<file path="src/rtl/uart_tx_fifo_pkg.sv">
// Shared types and defaults for the UART transmit byte FIFO.
//   byte_t           : one transmit byte
//   UART_FIFO_DEPTH  : default number of FIFO entries (power of two, >= 2)
//   UART_FIFO_WIDTH  : default data bits per entry
package uart_tx_fifo_pkg;

    typedef logic [7:0] byte_t;

    localparam int unsigned UART_FIFO_DEPTH = 16;
    localparam int unsigned UART_FIFO_WIDTH = 8;

endpackage

</file>
<file path="src/rtl/uart_tx_fifo_if.sv">
// Stream bundle around the UART transmit FIFO: producer-side AXI-stream,
// UART-side AXI-stream, flush request and status.
//   slave  : the FIFO (sinks in_*, sources out_*, reports count/overflow)
//   master : the environment (core producer + UART consumer)
interface uart_tx_fifo_if #(
    parameter int unsigned DEPTH = 16,
    parameter int unsigned WIDTH = 8
);
    localparam int unsigned CW = $clog2(DEPTH + 1);

    logic             flush;
    logic [WIDTH-1:0] in_tdata;
    logic             in_tvalid;
    logic             in_tready;
    logic [WIDTH-1:0] out_tdata;
    logic             out_tvalid;
    logic             out_tready;
    logic [CW-1:0]    count;
    logic             overflow;

    modport slave (
        input  flush, in_tdata, in_tvalid, out_tready,
        output in_tready, out_tdata, out_tvalid, count, overflow
    );

    modport master (
        output flush, in_tdata, in_tvalid, out_tready,
        input  in_tready, out_tdata, out_tvalid, count, overflow
    );

endinterface

</file>
<file path="src/rtl/uart_tx_fifo_ram.sv">
// FIFO storage: DEPTH x WIDTH, one synchronous write port, one asynchronous
// read port. Kept free of control so it can map onto plain logic or RAM.
//   clk   : write clock
//   we    : write enable
//   waddr : write address
//   wdata : write data
//   raddr : read address
//   rdata : read data (combinational)
module uart_tx_fifo_ram #(
    parameter int unsigned DEPTH = 16,
    parameter int unsigned WIDTH = 8
) (
    input  logic                     clk,
    input  logic                     we,
    input  logic [$clog2(DEPTH)-1:0] waddr,
    input  logic [WIDTH-1:0]         wdata,
    input  logic [$clog2(DEPTH)-1:0] raddr,
    output logic [WIDTH-1:0]         rdata
);

    logic [WIDTH-1:0] mem [DEPTH];

    // Storage is deliberately not reset; validity is tracked by the control.
    always_ff @(posedge clk) begin
        if (we) begin
            mem[waddr] <= wdata;
        end
    end

    assign rdata = mem[raddr];

endmodule

</file>
<file path="src/rtl/uart_tx_fifo.sv">
// Byte FIFO between the core's transmit-byte source and the UART
// transmitter's AXI-stream input. Show-ahead output, no cut-through.
// Optional drop-on-full mode for producers that cannot stall.
//   clk            : single clock
//   rst            : synchronous, active-high reset
//   bus.flush      : synchronous clear of contents and overflow flag
//   bus.in_*       : producer AXI-stream (in_tready = !full, or 1 when dropping)
//   bus.out_*      : UART-side AXI-stream, out_tdata is the head entry
//   bus.count      : occupancy 0..DEPTH
//   bus.overflow   : sticky, a write was dropped while full
module uart_tx_fifo
    import uart_tx_fifo_pkg::*;
#(
    parameter int unsigned DEPTH          = UART_FIFO_DEPTH,
    parameter int unsigned WIDTH          = UART_FIFO_WIDTH,
    parameter bit          DROP_WHEN_FULL = 1'b0
) (
    input  logic          clk,
    input  logic          rst,
    uart_tx_fifo_if.slave bus
);

    localparam int unsigned AW = $clog2(DEPTH);
    localparam int unsigned CW = $clog2(DEPTH + 1);

    logic [AW-1:0] wr_ptr;
    logic [AW-1:0] rd_ptr;
    logic [CW-1:0] count_q;
    logic          overflow_q;

    logic full;
    logic empty;
    logic push;
    logic pop;
    logic drop;

    // Flags come from the occupancy counter, never from pointer compare.
    assign full  = (count_q == CW'(DEPTH));
    assign empty = (count_q == '0);

    assign bus.in_tready  = DROP_WHEN_FULL ? 1'b1 : !full;
    assign bus.out_tvalid = !empty;
    assign bus.count      = count_q;
    assign bus.overflow   = overflow_q;

    // Ready is a function of the current count only, so a pop never opens
    // a slot for the same cycle's write.
    assign push = bus.in_tvalid && bus.in_tready && !full;
    assign pop  = !empty && bus.out_tready;
    assign drop = DROP_WHEN_FULL && bus.in_tvalid && full;

    uart_tx_fifo_ram #(
        .DEPTH (DEPTH),
        .WIDTH (WIDTH)
    ) u_ram (
        .clk   (clk),
        .we    (push),
        .waddr (wr_ptr),
        .wdata (bus.in_tdata),
        .raddr (rd_ptr),
        .rdata (bus.out_tdata)
    );

    // Pointers, occupancy and sticky overflow; rst/flush beat all traffic.
    always_ff @(posedge clk) begin
        if (rst || bus.flush) begin
            wr_ptr     <= '0;
            rd_ptr     <= '0;
            count_q    <= '0;
            overflow_q <= 1'b0;
        end else begin
            if (push) begin
                wr_ptr <= wr_ptr + AW'(1);
            end
            if (pop) begin
                rd_ptr <= rd_ptr + AW'(1);
            end
            unique case ({push, pop})
                2'b10:   count_q <= count_q + CW'(1);
                2'b01:   count_q <= count_q - CW'(1);
                default: count_q <= count_q;
            endcase
            if (drop) begin
                overflow_q <= 1'b1;
            end
        end
    end

endmodule
</file>
<file path="src/flat_wrapper.sv">
// flat-port wrapper written by rule: the top's interface ports become plain ports
module uart_tx_fifo_flat import uart_tx_fifo_pkg::*;
#(
    parameter int unsigned DEPTH          = UART_FIFO_DEPTH,
    parameter int unsigned WIDTH          = UART_FIFO_WIDTH,
    parameter bit          DROP_WHEN_FULL = 1'b0
)
  (clk, rst, bus_flush, bus_in_tdata, bus_in_tvalid, bus_out_tready, bus_in_tready, bus_out_tdata, bus_out_tvalid, bus_count, bus_overflow);
  uart_tx_fifo_if #(.DEPTH(DEPTH), .WIDTH(WIDTH)) bus_i ();
  input  logic clk;
  input  logic rst;
  input wire logic [$bits(bus_i.flush)-1:0] bus_flush;
  input wire logic [$bits(bus_i.in_tdata)-1:0] bus_in_tdata;
  input wire logic [$bits(bus_i.in_tvalid)-1:0] bus_in_tvalid;
  input wire logic [$bits(bus_i.out_tready)-1:0] bus_out_tready;
  output wire logic [$bits(bus_i.in_tready)-1:0] bus_in_tready;
  output wire logic [$bits(bus_i.out_tdata)-1:0] bus_out_tdata;
  output wire logic [$bits(bus_i.out_tvalid)-1:0] bus_out_tvalid;
  output wire logic [$bits(bus_i.count)-1:0] bus_count;
  output wire logic [$bits(bus_i.overflow)-1:0] bus_overflow;
  assign bus_i.flush = bus_flush;
  assign bus_i.in_tdata = bus_in_tdata;
  assign bus_i.in_tvalid = bus_in_tvalid;
  assign bus_i.out_tready = bus_out_tready;
  assign bus_in_tready = bus_i.in_tready;
  assign bus_out_tdata = bus_i.out_tdata;
  assign bus_out_tvalid = bus_i.out_tvalid;
  assign bus_count = bus_i.count;
  assign bus_overflow = bus_i.overflow;
  uart_tx_fifo #(.DEPTH(DEPTH), .WIDTH(WIDTH), .DROP_WHEN_FULL(DROP_WHEN_FULL)) u_core (.clk(clk), .rst(rst), .bus(bus_i));
endmodule
</file>
<file path="config.mk">
export PLATFORM = sky130hd
export DESIGN_NAME = uart_tx_fifo_flat
export DESIGN_NICKNAME = d
export VERILOG_FILES = /design/src/rtl/uart_tx_fifo_pkg.sv /design/src/rtl/uart_tx_fifo_if.sv /design/src/rtl/uart_tx_fifo_ram.sv /design/src/rtl/uart_tx_fifo.sv /design/src/flat_wrapper.sv
export SDC_FILE = /design/constraint.sdc
export NUM_CORES = 1
export LEC_CHECK = 0
export CORE_ASPECT_RATIO = 1.5
export CORE_MARGIN = 2
export CORE_UTILIZATION = 48
export CTS_BUF_LIST = sky130_fd_sc_hd__clkbuf_4
export CTS_CLUSTER_SIZE = 14
export DETAILED_ROUTE_END_ITERATION = 8
export GPL_TIMING_DRIVEN = 0
export PLACE_DENSITY = 0.66
export SLEW_MARGIN = 20
export SYNTH_ARGS = -nofsm -noshare
export SYNTH_HDL_FRONTEND = slang
export SYNTH_HIERARCHICAL = 1
export SYNTH_SLANG_ARGS = --single-unit
</file>
<file path="constraint.sdc">
create_clock -name clk -period 6.32 [get_ports clk]
set_input_delay 0.632 -clock clk [delete_from_list [all_inputs] [get_ports clk]]
set_output_delay 0.632 -clock clk [all_outputs]
set_load 0.01 [all_outputs]
</file>
==> results.yml <==
cells_and_area:
  multiInputGateArea_sq_um: 1514
  regArea_sq_um: 4104
  nNetsFinal: 367
  stdcell_count: 510
  drive_above_1_share_pct: 19.78
  area_delta_synth_final_pct: 13.46
  fillCellCount: 884
clock_tree:
  cts_buffers: 17
  cts.sinks: 141
  cts_resized: 0
  clk_pin_slew_ns: 0.11
  clock_path_buffers: 2
  cts_hold_buf: 0
  cts_root_buffer: "clkbuf_4"
  cts.htree.levels: 4
  cts_tree: "built"
  clkLatencyLatePin_ns: 0.52
  post_cts.repair.setup_buffers: 0
power:
  internal_power_w: 0.001341
  leakagePower_nw: 2.129
  p_per_area_nw_per_um2: 261.3
  pwr-share-clk_pct: 34.3
  p_comb_share_pct: 5.2
  p_sw_share_pct: 20.89
  p_seq_share_pct: 60.6
  switchingPower_w: 0.0003541
  irDropWorstVdd_mv: 0.1404
  p_total_w: 0.001695
timing:
  setup_viol: 0
  hold_viol_final: 0
  setup_tns_ns: 0
  period_minus_slack_ns: 3.455
  relSlewSlack_pct: 42.63
  worst_pin_slew_ns: 0.8574
  rsz0062_at_grt: "false"
  skew_ns: 0.01498
  final.setup.worst_slack_ns: 2.865
  finalCritPeriodShare_pct: 54.67
  max_freq_mhz: 289.4
  final_max_slew_viol_count: 0
place:
  place_congestion: 0.9171
  dp_worst_setup_slack_ns: 3.404
  hpwl_microns: 7454
  dpl.cell_count: 478
  portBuffers: 27
routing:
  route.vias.total: 2937
  drt-met1-wl_microns: 4467
  topRoutingLayerUsed: "met4"
  post_drt_wl_per_cell_microns: 21.85
  ant_nets: 0
  drt_wl_total_microns: 11140
  drtIter0Drc: 209
  drc: 0
  viasPerCell: 5.759
  dr.pass1.iters: 5
  met3_length_microns: 439
  met2_wirelength_microns: 5956
setup_path:
  slowest_stage: "mux4_1"
  r2r_cells: 9
  path_class: "flop to output port"
  r2r_slack_ns: 3.71
  crit_chain: "buf_6, buf_6, mux4_1, a22oi_1, nand2_1, clkdlybuf4s50_1"
  cpLargestDelayFamily: "buffers and inverters"
  startpoint: "u_core/rd_ptr[0]"
  worst_setup_path_end_kind: "output port"
  slowest_delay_ns: 0.65
  critPathMaxFanout: 10
  reg2reg_to: "u_core/bus.count[4]"
  cp_common_cell: "buf_6"
  crit_arrival_ns: 2.82
  r2r_start: "u_core/bus.count[0]"
  start_kind: "flop"
  required_ns: 5.69
  cp.buffers_inverters: 3
global_route:
  grt_pass1_vias: 2986
  grt_pass1_wl_microns: 16920
  grt_usage_pct: 18.92
  grt_overflow: 0
  grt_max_degree: 17
  antenna_found_initial: 1
synth:
  ys_warn_count: 6
  synth_top_area_share_pct: 67.22
  postSynthAreaPerCell_sq_um: 19.00
  synth_top_cell_by_area: "edfxtp_1"
  syn-instance-count: 301
  synth.most_common_cell: "edfxtp_1"
  synthArstFlopShare_pct: 0
  synth_common_cells: "edfxtp_1 (128), nor2_1 (26), mux4_2 (18)"
  ys_top_cells_by_area: "edfxtp_1 (67%), mux4_2 (7.1%), mux4_1 (6.4%)"
  netlist_area_sq_um: 5718
  synthFlopType: "edfxtp_1"
  ys_ff_latch: 141
  synthDistinctLibCells: 44
  synth-edff-count: 128
  ys_seq_area_share_pct: 71.77
  syn_nets: 321
floorplanning:
  dieArea_sq_um: 12820
  die_h_microns: 137.7
  num_io_pins: 29
  initial_core_util_pct: 49.33
  core_area_sq_um: 11590
  rows: 48
  die_w_microns: 93.12
min_path:
  holdPathEnd: "u_core/bus.count[3]"
  hold_path.class: "flop to flop"
  hold_path_depth: 2
  worstHoldStart: "u_core/bus.count[3]"
run_status:
  status: "complete, no violations"
run:
  maxCapViolations: 0
## worst max-delay path by stage
stage                        endpoint  slack, ns  cells past startpoint
6_report             bus_out_tdata[2]       2.86                      6
5_1_grt              bus_out_tdata[2]       2.71                      6
4_1_cts              bus_out_tdata[2]       2.84                      6
3_5_place_dp   u_core/u_ram/mem[3][2]       3.40                      5
3_3_place_gp   u_core/u_ram/mem[0][2]       3.05                      5
2_1_floorplan  u_core/u_ram/mem[0][0]       3.90                      6
## cells by family after synthesis
group | after synthesis | share of synthesized area [%]
fa+ha+maj | 7 | 1.663
simple gates | 66 | 5.646
mux | 35 | 14.05
other cells | 1 | 0.06558
compound gates | 29 | 3.786
buf+inv | 16 | 2.100
xor+xnor | 6 | 0.9192
flops | 141 | 71.77
## power by group through the flow
stage	combinational (W)	clock (W)	sequential, W
finish	0.0000875	0.000581	0.00103
CTS	0.0000887	0.000596	0.00103
global route	0.0000946	0.000641	0.00103
global placement	0.0000857	0	0.00105
detailed placement	0.0000883	0	0.00105
floorplan	0.0000434	0	0.00105
## registers in the layout, summed over array words and instances, names as in the netlist
name	count
u_core/bus.count	5
u_core/rd_ptr	4
u_core/u_ram/mem	128
u_core/wr_ptr	4
## metrics by stage
stage,util [%],instance area [sq um],hold slack (ns)
CTS,55.95,6485,0.5827
global route,55.97,6487,0.6175
global placement,53.28,6176,0.5218
floorplan,-,5718,0.4809
finish,55.97,6487,0.5872
detailed placement,53.45,6196,0.5663
## layout make-up
| cell class | instances | area share (%) |
|---|---|---|
| diodes | 1 | 0.03857 |
| clock buffers | 19 | 2.199 |
| plain buffers | 13 | 1.678 |
| flip-flops and latches | 141 | 63.26 |
| multi-input cells | 144 | 23.34 |
| clock inverters | 12 | 2.257 |
| repair buffers | 27 | 4.166 |
| well taps | 150 | 2.893 |
| inverters | 3 | 0.1736 |
## per-layer routing
| layer | up-vias | track usage [%] |
|---|---|---|
| li1 | 1330 | - |
| met1 | 1506 | 22.62 |
| met2 | 81 | 32.33 |
| met3 | 20 | 5.361 |
| met4 | 0 | 7.761 |
| met5 | - | 0 |
## worst min-delay path, stage by stage, from the launching register on
cell     delay [ns]
dfxtp_1        0.37
nand3_1        0.10
nand3_1        0.08
## cell usage in the layout (no fill, tap or decap), drive strengths merged, types with 2 or more instances in the layout
cell / count
edfxtp: 128
mux4: 32
clkdlybuf4s50: 27
nor2: 26
clkbuf: 20
a22oi: 16
nand2: 14
dfxtp: 13
buf: 9
clkinv: 7
nand3: 6
ha: 6
a21oi: 4
nor3: 4
inv: 4
bufinv: 3
xor2: 3
mux2i: 3
xnor2: 3
clkdlybuf4s25: 3
or4: 3
o211ai: 2
a211oi: 2
nand3b: 2
nand2b: 2
o21ai: 2
No activity file was read; power rests on OpenSTA's default activity.
